<file path="config.mk">
export PLATFORM = sky130hd
export DESIGN_NAME = cp0_exc_ctrl
export DESIGN_NICKNAME = d
export VERILOG_FILES = /design/src/rtl/cp0_exc_ctrl.sv
export SDC_FILE = /design/constraint.sdc
export NUM_CORES = 1
export LEC_CHECK = 0
export CORE_MARGIN = 2
export CORE_UTILIZATION = 35
export DETAILED_ROUTE_END_ITERATION = 12
export GPL_TIMING_DRIVEN = 0
export HOLD_SLACK_MARGIN = 0.15
export MAX_ROUTING_LAYER = met4
export PLACE_DENSITY = 0.68
export SLEW_MARGIN = 20
export SYNTH_ARGS = -nofsm -noshare
export SYNTH_HDL_FRONTEND = slang
export SYNTH_SLANG_ARGS = --single-unit
</file>
<file path="constraint.sdc">
create_clock -name clk -period 5.7 [get_ports clk]
set_input_delay 0.855 -clock clk [delete_from_list [all_inputs] [get_ports clk]]
set_output_delay 0.855 -clock clk [all_outputs]
set_load 0.1 [all_outputs]
</file>
<file path="src/rtl/cp0_exc_ctrl.sv">
// -----------------------------------------------------------------------------
// cp0_exc_ctrl
//   Sequences exceptions and ERET between the dual-issue MEM stage and cp0.
//   The block picks one event from the two issue slots and the cp0 interrupt
//   status, kills writeback of the affected slots in the same cycle, and drives
//   a one-cycle cp0 update (or EXL clear for ERET). It then holds flush for
//   FLUSH_CYCLES cycles and finishes with a one-cycle PC redirect.
//
//   Parameters
//     EXC_VECTOR    redirect target for every exception
//     FLUSH_CYCLES  cycles flush stays high per event (1..15)
//
//   Ports
//     clk, rst                      clock; synchronous active-high reset
//     mem_stall                     MEM stalled, requests are not sampled
//     s{0,1}_valid/pc/bd/exc/eret/badvaddr
//                                   per-slot request; s0 is the older slot;
//                                   exc = {adel_if,ri,ov,sys,bp,adel_ld,ades}
//     exception_is_interrupt, epc   cp0 status inputs
//     exc_kill[1:0]                 combinational writeback kill, bit i = slot i
//     w_cp0_*                       registered one-cycle cp0 update bus
//     cp0_cls_exl                   registered one-cycle EXL clear (ERET)
//     flush                         registered pipeline flush
//     redirect_ena / redirect_pc    registered one-cycle PC redirect
//
//   Optional feature (macro CP0_EXC_CTRL_STAT_EN)
//     Adds exc_count[31:0] (counts cp0 updates, wraps) and last_exccode[4:0].
// -----------------------------------------------------------------------------
module cp0_exc_ctrl #(
    parameter logic [31:0] EXC_VECTOR   = 32'hBFC0_0380,
    parameter int unsigned FLUSH_CYCLES = 2
) (
    input  logic        clk,
    input  logic        rst,
    input  logic        mem_stall,
    input  logic        s0_valid,
    input  logic [31:0] s0_pc,
    input  logic        s0_bd,
    input  logic [6:0]  s0_exc,
    input  logic        s0_eret,
    input  logic [31:0] s0_badvaddr,
    input  logic        s1_valid,
    input  logic [31:0] s1_pc,
    input  logic        s1_bd,
    input  logic [6:0]  s1_exc,
    input  logic        s1_eret,
    input  logic [31:0] s1_badvaddr,
    input  logic        exception_is_interrupt,
    input  logic [31:0] epc,
    output logic [1:0]  exc_kill,
    output logic        w_cp0_update_ena,
    output logic [4:0]  w_cp0_exccode,
    output logic        w_cp0_bd,
    output logic        w_cp0_exl,
    output logic [31:0] w_cp0_epc,
    output logic        w_cp0_badvaddr_ena,
    output logic [31:0] w_cp0_badvaddr,
    output logic        cp0_cls_exl,
    output logic        flush,
    output logic        redirect_ena,
    output logic [31:0] redirect_pc
`ifdef CP0_EXC_CTRL_STAT_EN
    ,
    output logic [31:0] exc_count,
    output logic [4:0]  last_exccode
`endif
);

    typedef enum logic [1:0] {S_IDLE, S_COMMIT, S_FLUSH, S_REDIR} state_t;

    // Result of decoding one slot.
    typedef struct packed {
        logic       hit;      // slot carries an event
        logic       upd;      // event updates cp0 (exception/interrupt), else ERET
        logic [4:0] code;
        logic       bva_ena;
        logic       bva_pc;   // fetch AdEL: faulting address is the slot pc
    } dec_t;

    // Remaining FLUSH-state cycles after the first one, loaded on entry.
    localparam logic [3:0] FLUSH_LOAD = (FLUSH_CYCLES > 1) ? 4'(FLUSH_CYCLES - 2) : 4'd0;

    function automatic dec_t decode(input logic       valid,
                                    input logic       intr,
                                    input logic [6:0] exc,
                                    input logic       eret);
        dec_t d;
        d = '0;
        if (valid) begin
            d.hit = 1'b1;
            d.upd = 1'b1;
            if (intr)        d.code = 5'h00;
            else if (exc[6]) begin d.code = 5'h04; d.bva_ena = 1'b1; d.bva_pc = 1'b1; end
            else if (exc[5]) d.code = 5'h0a;
            else if (exc[4]) d.code = 5'h0c;
            else if (exc[3]) d.code = 5'h08;
            else if (exc[2]) d.code = 5'h09;
            else if (exc[1]) begin d.code = 5'h04; d.bva_ena = 1'b1; end
            else if (exc[0]) begin d.code = 5'h05; d.bva_ena = 1'b1; end
            else if (eret)   d.upd = 1'b0;
            else begin
                d.hit = 1'b0;
                d.upd = 1'b0;
            end
        end
        return d;
    endfunction

    state_t      state;
    logic [3:0]  flush_cnt;
    logic [31:0] ret_pc;      // redirect target latched when the event is taken

    dec_t        d0, d1, ev;
    logic        intr0, intr1;
    logic        take;
    logic [31:0] ev_pc, ev_badvaddr, ev_epc;
    logic        ev_bd;

    // Interrupt rides on the oldest valid slot only.
    assign intr0 = exception_is_interrupt & s0_valid;
    assign intr1 = exception_is_interrupt & ~s0_valid & s1_valid;

    always_comb begin
        d0          = decode(s0_valid, intr0, s0_exc, s0_eret);
        d1          = decode(s1_valid, intr1, s1_exc, s1_eret);
        ev          = d0.hit ? d0 : d1;
        ev_pc       = d0.hit ? s0_pc : s1_pc;
        ev_bd       = d0.hit ? s0_bd : s1_bd;
        ev_badvaddr = d0.hit ? s0_badvaddr : s1_badvaddr;
        ev_epc      = ev_bd ? ev_pc - 32'd4 : ev_pc;
        take        = (state == S_IDLE) && !mem_stall && (d0.hit || d1.hit);

        // Exceptions kill their own slot and everything younger; ERET only
        // kills what is younger than itself.
        exc_kill = 2'b00;
        if (!rst && take) begin
            if (d0.hit) exc_kill = d0.upd ? 2'b11 : 2'b10;
            else        exc_kill = d1.upd ? 2'b10 : 2'b00;
        end
    end

    always_ff @(posedge clk) begin
        if (rst) begin
            state              <= S_IDLE;
            flush_cnt          <= 4'd0;
            ret_pc             <= '0;
            w_cp0_update_ena   <= 1'b0;
            w_cp0_exccode      <= '0;
            w_cp0_bd           <= 1'b0;
            w_cp0_exl          <= 1'b0;
            w_cp0_epc          <= '0;
            w_cp0_badvaddr_ena <= 1'b0;
            w_cp0_badvaddr     <= '0;
            cp0_cls_exl        <= 1'b0;
            flush              <= 1'b0;
            redirect_ena       <= 1'b0;
            redirect_pc        <= '0;
        end else begin
            // All commit/redirect outputs are single-cycle pulses.
            w_cp0_update_ena   <= 1'b0;
            w_cp0_exccode      <= '0;
            w_cp0_bd           <= 1'b0;
            w_cp0_exl          <= 1'b0;
            w_cp0_epc          <= '0;
            w_cp0_badvaddr_ena <= 1'b0;
            w_cp0_badvaddr     <= '0;
            cp0_cls_exl        <= 1'b0;
            redirect_ena       <= 1'b0;
            redirect_pc        <= '0;

            case (state)
                S_IDLE: begin
                    if (take) begin
                        state     <= S_COMMIT;
                        flush     <= 1'b1;
                        flush_cnt <= FLUSH_LOAD;
                        if (ev.upd) begin
                            w_cp0_update_ena   <= 1'b1;
                            w_cp0_exccode      <= ev.code;
                            w_cp0_bd           <= ev_bd;
                            w_cp0_exl          <= 1'b1;
                            w_cp0_epc          <= ev_epc;
                            w_cp0_badvaddr_ena <= ev.bva_ena;
                            w_cp0_badvaddr     <= ev.bva_ena ? (ev.bva_pc ? ev_pc : ev_badvaddr) : 32'd0;
                            ret_pc             <= EXC_VECTOR;
                        end else begin
                            // ERET returns to the cp0 EPC as seen in the ERET cycle.
                            cp0_cls_exl <= 1'b1;
                            ret_pc      <= epc;
                        end
                    end
                end
                S_COMMIT: begin
                    if (FLUSH_CYCLES > 1) begin
                        state <= S_FLUSH;
                    end else begin
                        state        <= S_REDIR;
                        flush        <= 1'b0;
                        redirect_ena <= 1'b1;
                        redirect_pc  <= ret_pc;
                    end
                end
                S_FLUSH: begin
                    if (flush_cnt == 4'd0) begin
                        state        <= S_REDIR;
                        flush        <= 1'b0;
                        redirect_ena <= 1'b1;
                        redirect_pc  <= ret_pc;
                    end else begin
                        flush_cnt <= flush_cnt - 4'd1;
                    end
                end
                S_REDIR: begin
                    state <= S_IDLE;
                end
                default: begin
                    state <= S_IDLE;
                    flush <= 1'b0;
                end
            endcase
        end
    end

`ifdef CP0_EXC_CTRL_STAT_EN
    // Counts cp0 updates only; ERET never raises update_ena.
    always_ff @(posedge clk) begin
        if (rst) begin
            exc_count    <= '0;
            last_exccode <= '0;
        end else if (w_cp0_update_ena) begin
            exc_count    <= exc_count + 32'd1;
            last_exccode <= w_cp0_exccode;
        end
    end
`endif

endmodule

</file>
==> flow_summary.yaml <==
outcome:
  status: "finished, final reports clean"
timing:
  drv_slew: 0
  hold_viol: 0
  finalSetupViolations: 0
  layout_min_cycle_time_ps: 5480
  slew_headroom_pct: 28.6
  worst_pin_slew_ps: 1070
  whs_ps: 454
  rsz0062_at_grt: "no"
  min_period_over_period_pct: 96.2
  clock_skew_ps: 7.04
  max_freq_ghz: 0.182
layout:
  final_area_um2: 10300
  drive_gt1_share_pct: 8.13
  area_growth_pct: 57.1
  final_nets: 1172
power:
  powerDensity_nw_per_um2: 297
  irDropWorstVdd_mv: 0.207
  leakage_nw: 3.88
  power_w: 0.00305
yosys:
  synth-seq-cells: 144
  synth_area_um2: 6540
  ys_seq_area_share_pct: 44.1
  syn_nets: 864
  avgSynthCellArea_um2: 9.68
  synthFlopType: "dfxtp_1"
  ys_warn_count: 0
  synth_cells: 675
  synthDistinctLibCells: 53
  synthArstFlopShare_pct: 0
  synth_edf_count: 0
place:
  place.port_buffers: 289
  hpwl_um: 18000
  gp_congestion: 0.916
  place_area_um2: 9710
critical_path:
  critPathArrivalTime_ps: 4630
  cp_max_fo: 10
  cp.required_ps: 4850
  worst-r2r-cell-count: 8
  critPathKind: "primary input to output port"
  reg2reg_slack_ps: 2910
  critPathLaunch: "s0_exc[4]"
  r2r-start: "state[0]"
  startpoint_type: "primary input"
  crit_end: "exc_kill[1]"
  end_kind: "output port"
  r2r_end: "w_cp0_badvaddr[0]"
clock_network:
  clock_latency_ps: 420
  clock_sinks: 144
  path_clk_slew_ps: 60
  hold_buffers: 0
  cts_made_buffers: 17
  cts_buffer_depth: 2
  htree_levels: 4
  cts_tree: "yes"
  root_buffer: "clkbuf_16"
floorplanning:
  fp.coreArea_um2: 18100
  dieHeight_um: 141
  die_w_um: 141
  std_cell_rows: 49
  ios: 294
  die_area_um2: 19800
  initial_utilization_pct: 36.0
detailed_routing:
  antenna_left: 0
  num_vias: 6312
  wl_per_cell_um: 18.6
  vias_per_cell: 5.15
  routed_wl_um: 22800
  first_iter_violations: 383
  drc: 0
  drt_pass1_iterations: 5
grt:
  grt_usage_pct: 23.7
  grt_pass1_vias: 6319
  grt_pass1_wl_um: 35100
  grt_max_degree: 17
  antenna_found_initial: 1
  grt-ovfl-total: 0
hold_path:
  holdCritPathClass: "flop to flop"
job:
  cap_violations: 0
## worst min-delay path by stage
stage	start	endpoint	slack [ps]	cells after the start
floorplan	ret_pc[0]	redirect_pc[0]	430	1
global placement	ret_pc[24]	redirect_pc[24]	430	1
detailed placement	ret_pc[29]	redirect_pc[29]	440	1
CTS	ret_pc[29]	redirect_pc[29]	460	1
global route	ret_pc[26]	redirect_pc[26]	470	1
finish	ret_pc[6]	redirect_pc[6]	450	1
## critical path, cell delays in order
cell,delay (ps)
clkdlybuf4s50_1,530
or4_1,140
buf_2,160
o41a_1,360
buf_2,380
clkbuf_1,580
buf_1,540
a21oi_1,80
nor2b_1,150
clkdlybuf4s15_1,830
## cells in the final DEF (no fill, tap or decap), types with 6 or more instances in the layout
master	instances
clkdlybuf4s50_1	288
o21ai_0	14
a211oi_1	7
dfxtp_1	144
nand2_1	31
o211ai_1	7
or4_1	6
xnor2_1	24
clkbuf_16	17
nand2b_1	8
xor2_1	8
a21oi_1	17
nor3_1	51
buf_2	12
and3_1	8
mux4_2	26
inv_1	12
and2_1	60
mux2i_1	28
a22o_1	21
clkbuf_1	25
nor4_1	12
or3_1	10
nor2b_1	6
nand3_1	11
nor2_1	74
## sequential cells by signal, indices dropped and copies added, names as in the netlist
register            cells
cp0_cls_exl             1
flush                   1
flush_cnt               4
redirect_ena            1
redirect_pc            32
ret_pc                 32
state                   2
w_cp0_badvaddr         32
w_cp0_badvaddr_ena      1
w_cp0_bd                1
w_cp0_epc              32
w_cp0_exccode           4
w_cp0_exl               1
## stage by stage
stage	setup WS [ps]	utilization [%]	std cells	TNS [ps]
after floorplan	1190	-	675	0
after CTS	173	56.6	1225	0
final	218	56.6	1226	0
after global routing	2.24	56.6	1226	0
after detailed placement	-78.5	53.5	1193	-78.5
after global placement	-101	53.5	1193	-101
## cells by family after synthesis
group,Yosys count,share of synthesized area [%]
AO/OA/AOI/OAI,90,10.1
buffers and inverters,54,3.50
multiplexers,57,13.8
AND/OR/NAND/NOR,292,23.1
other,1,0.0574
flip-flops,144,44.1
adder cells (fa/ha/maj),5,0.957
XOR/XNOR,32,4.29
## layer usage
layer / global-route usage, % / routed length, µm
met1: 27.1 / 9000
met2: 40.3 / 11300
met3: 6.73 / 1960
met4: 7.53 / 552
met5: - / 0
## final cells by class
type / instances / area [µm²]
inverter: 12 / 45.0
timing repair buffer: 289 / 2890
clock buffer: 17 / 425
tap: 229 / 287
fill: 1629 / 7880
sequential: 144 / 2880
antenna: 1 / 2.50
clock inverter: 15 / 126
buffer: 42 / 184
multi-input combinational: 477 / 3420
## power by group
part           total [W]  switching, W  internal (W)
sequential       0.00112     0.0000370       0.00109
combinational   0.000888      0.000550      0.000338
clock            0.00104      0.000469      0.000571
## cell usage after synthesis, types with 3 or more instances
cell type / instances / area, µm²
buf_2: 12 / 60.1
inv_1: 12 / 45.0
clkbuf_1: 25 / 93.8
nor2b_1: 6 / 37.5
or2_2: 4 / 25.0
buf_4: 3 / 22.5
dfxtp_1: 144 / 2880
mux2i_1: 28 / 280
o211ai_1: 7 / 52.6
a21oi_1: 17 / 85.1
nor2_1: 74 / 278
xnor2_1: 24 / 210
nor4_1: 12 / 75.1
nor3_1: 51 / 255
nand2_1: 31 / 116
nand3_1: 11 / 55.1
nand2b_1: 8 / 50.1
nor4b_1: 3 / 26.3
o221ai_1: 4 / 35.0
mux4_2: 26 / 586
a211oi_1: 7 / 52.6
or3_1: 10 / 62.6
o21ai_0: 14 / 70.1
and3_1: 8 / 50.1
a21o_1: 3 / 22.5
xor2_1: 8 / 70.1
and2_1: 60 / 375
ha_1: 5 / 62.6
or4_1: 6 / 45.0
a22o_1: 21 / 184
## timing repair
action                     CTS  global route
setup endpoints to repair    1             1
setup buffers                0             0
resized for setup            1             1
(Power assumes the default switching activity.)
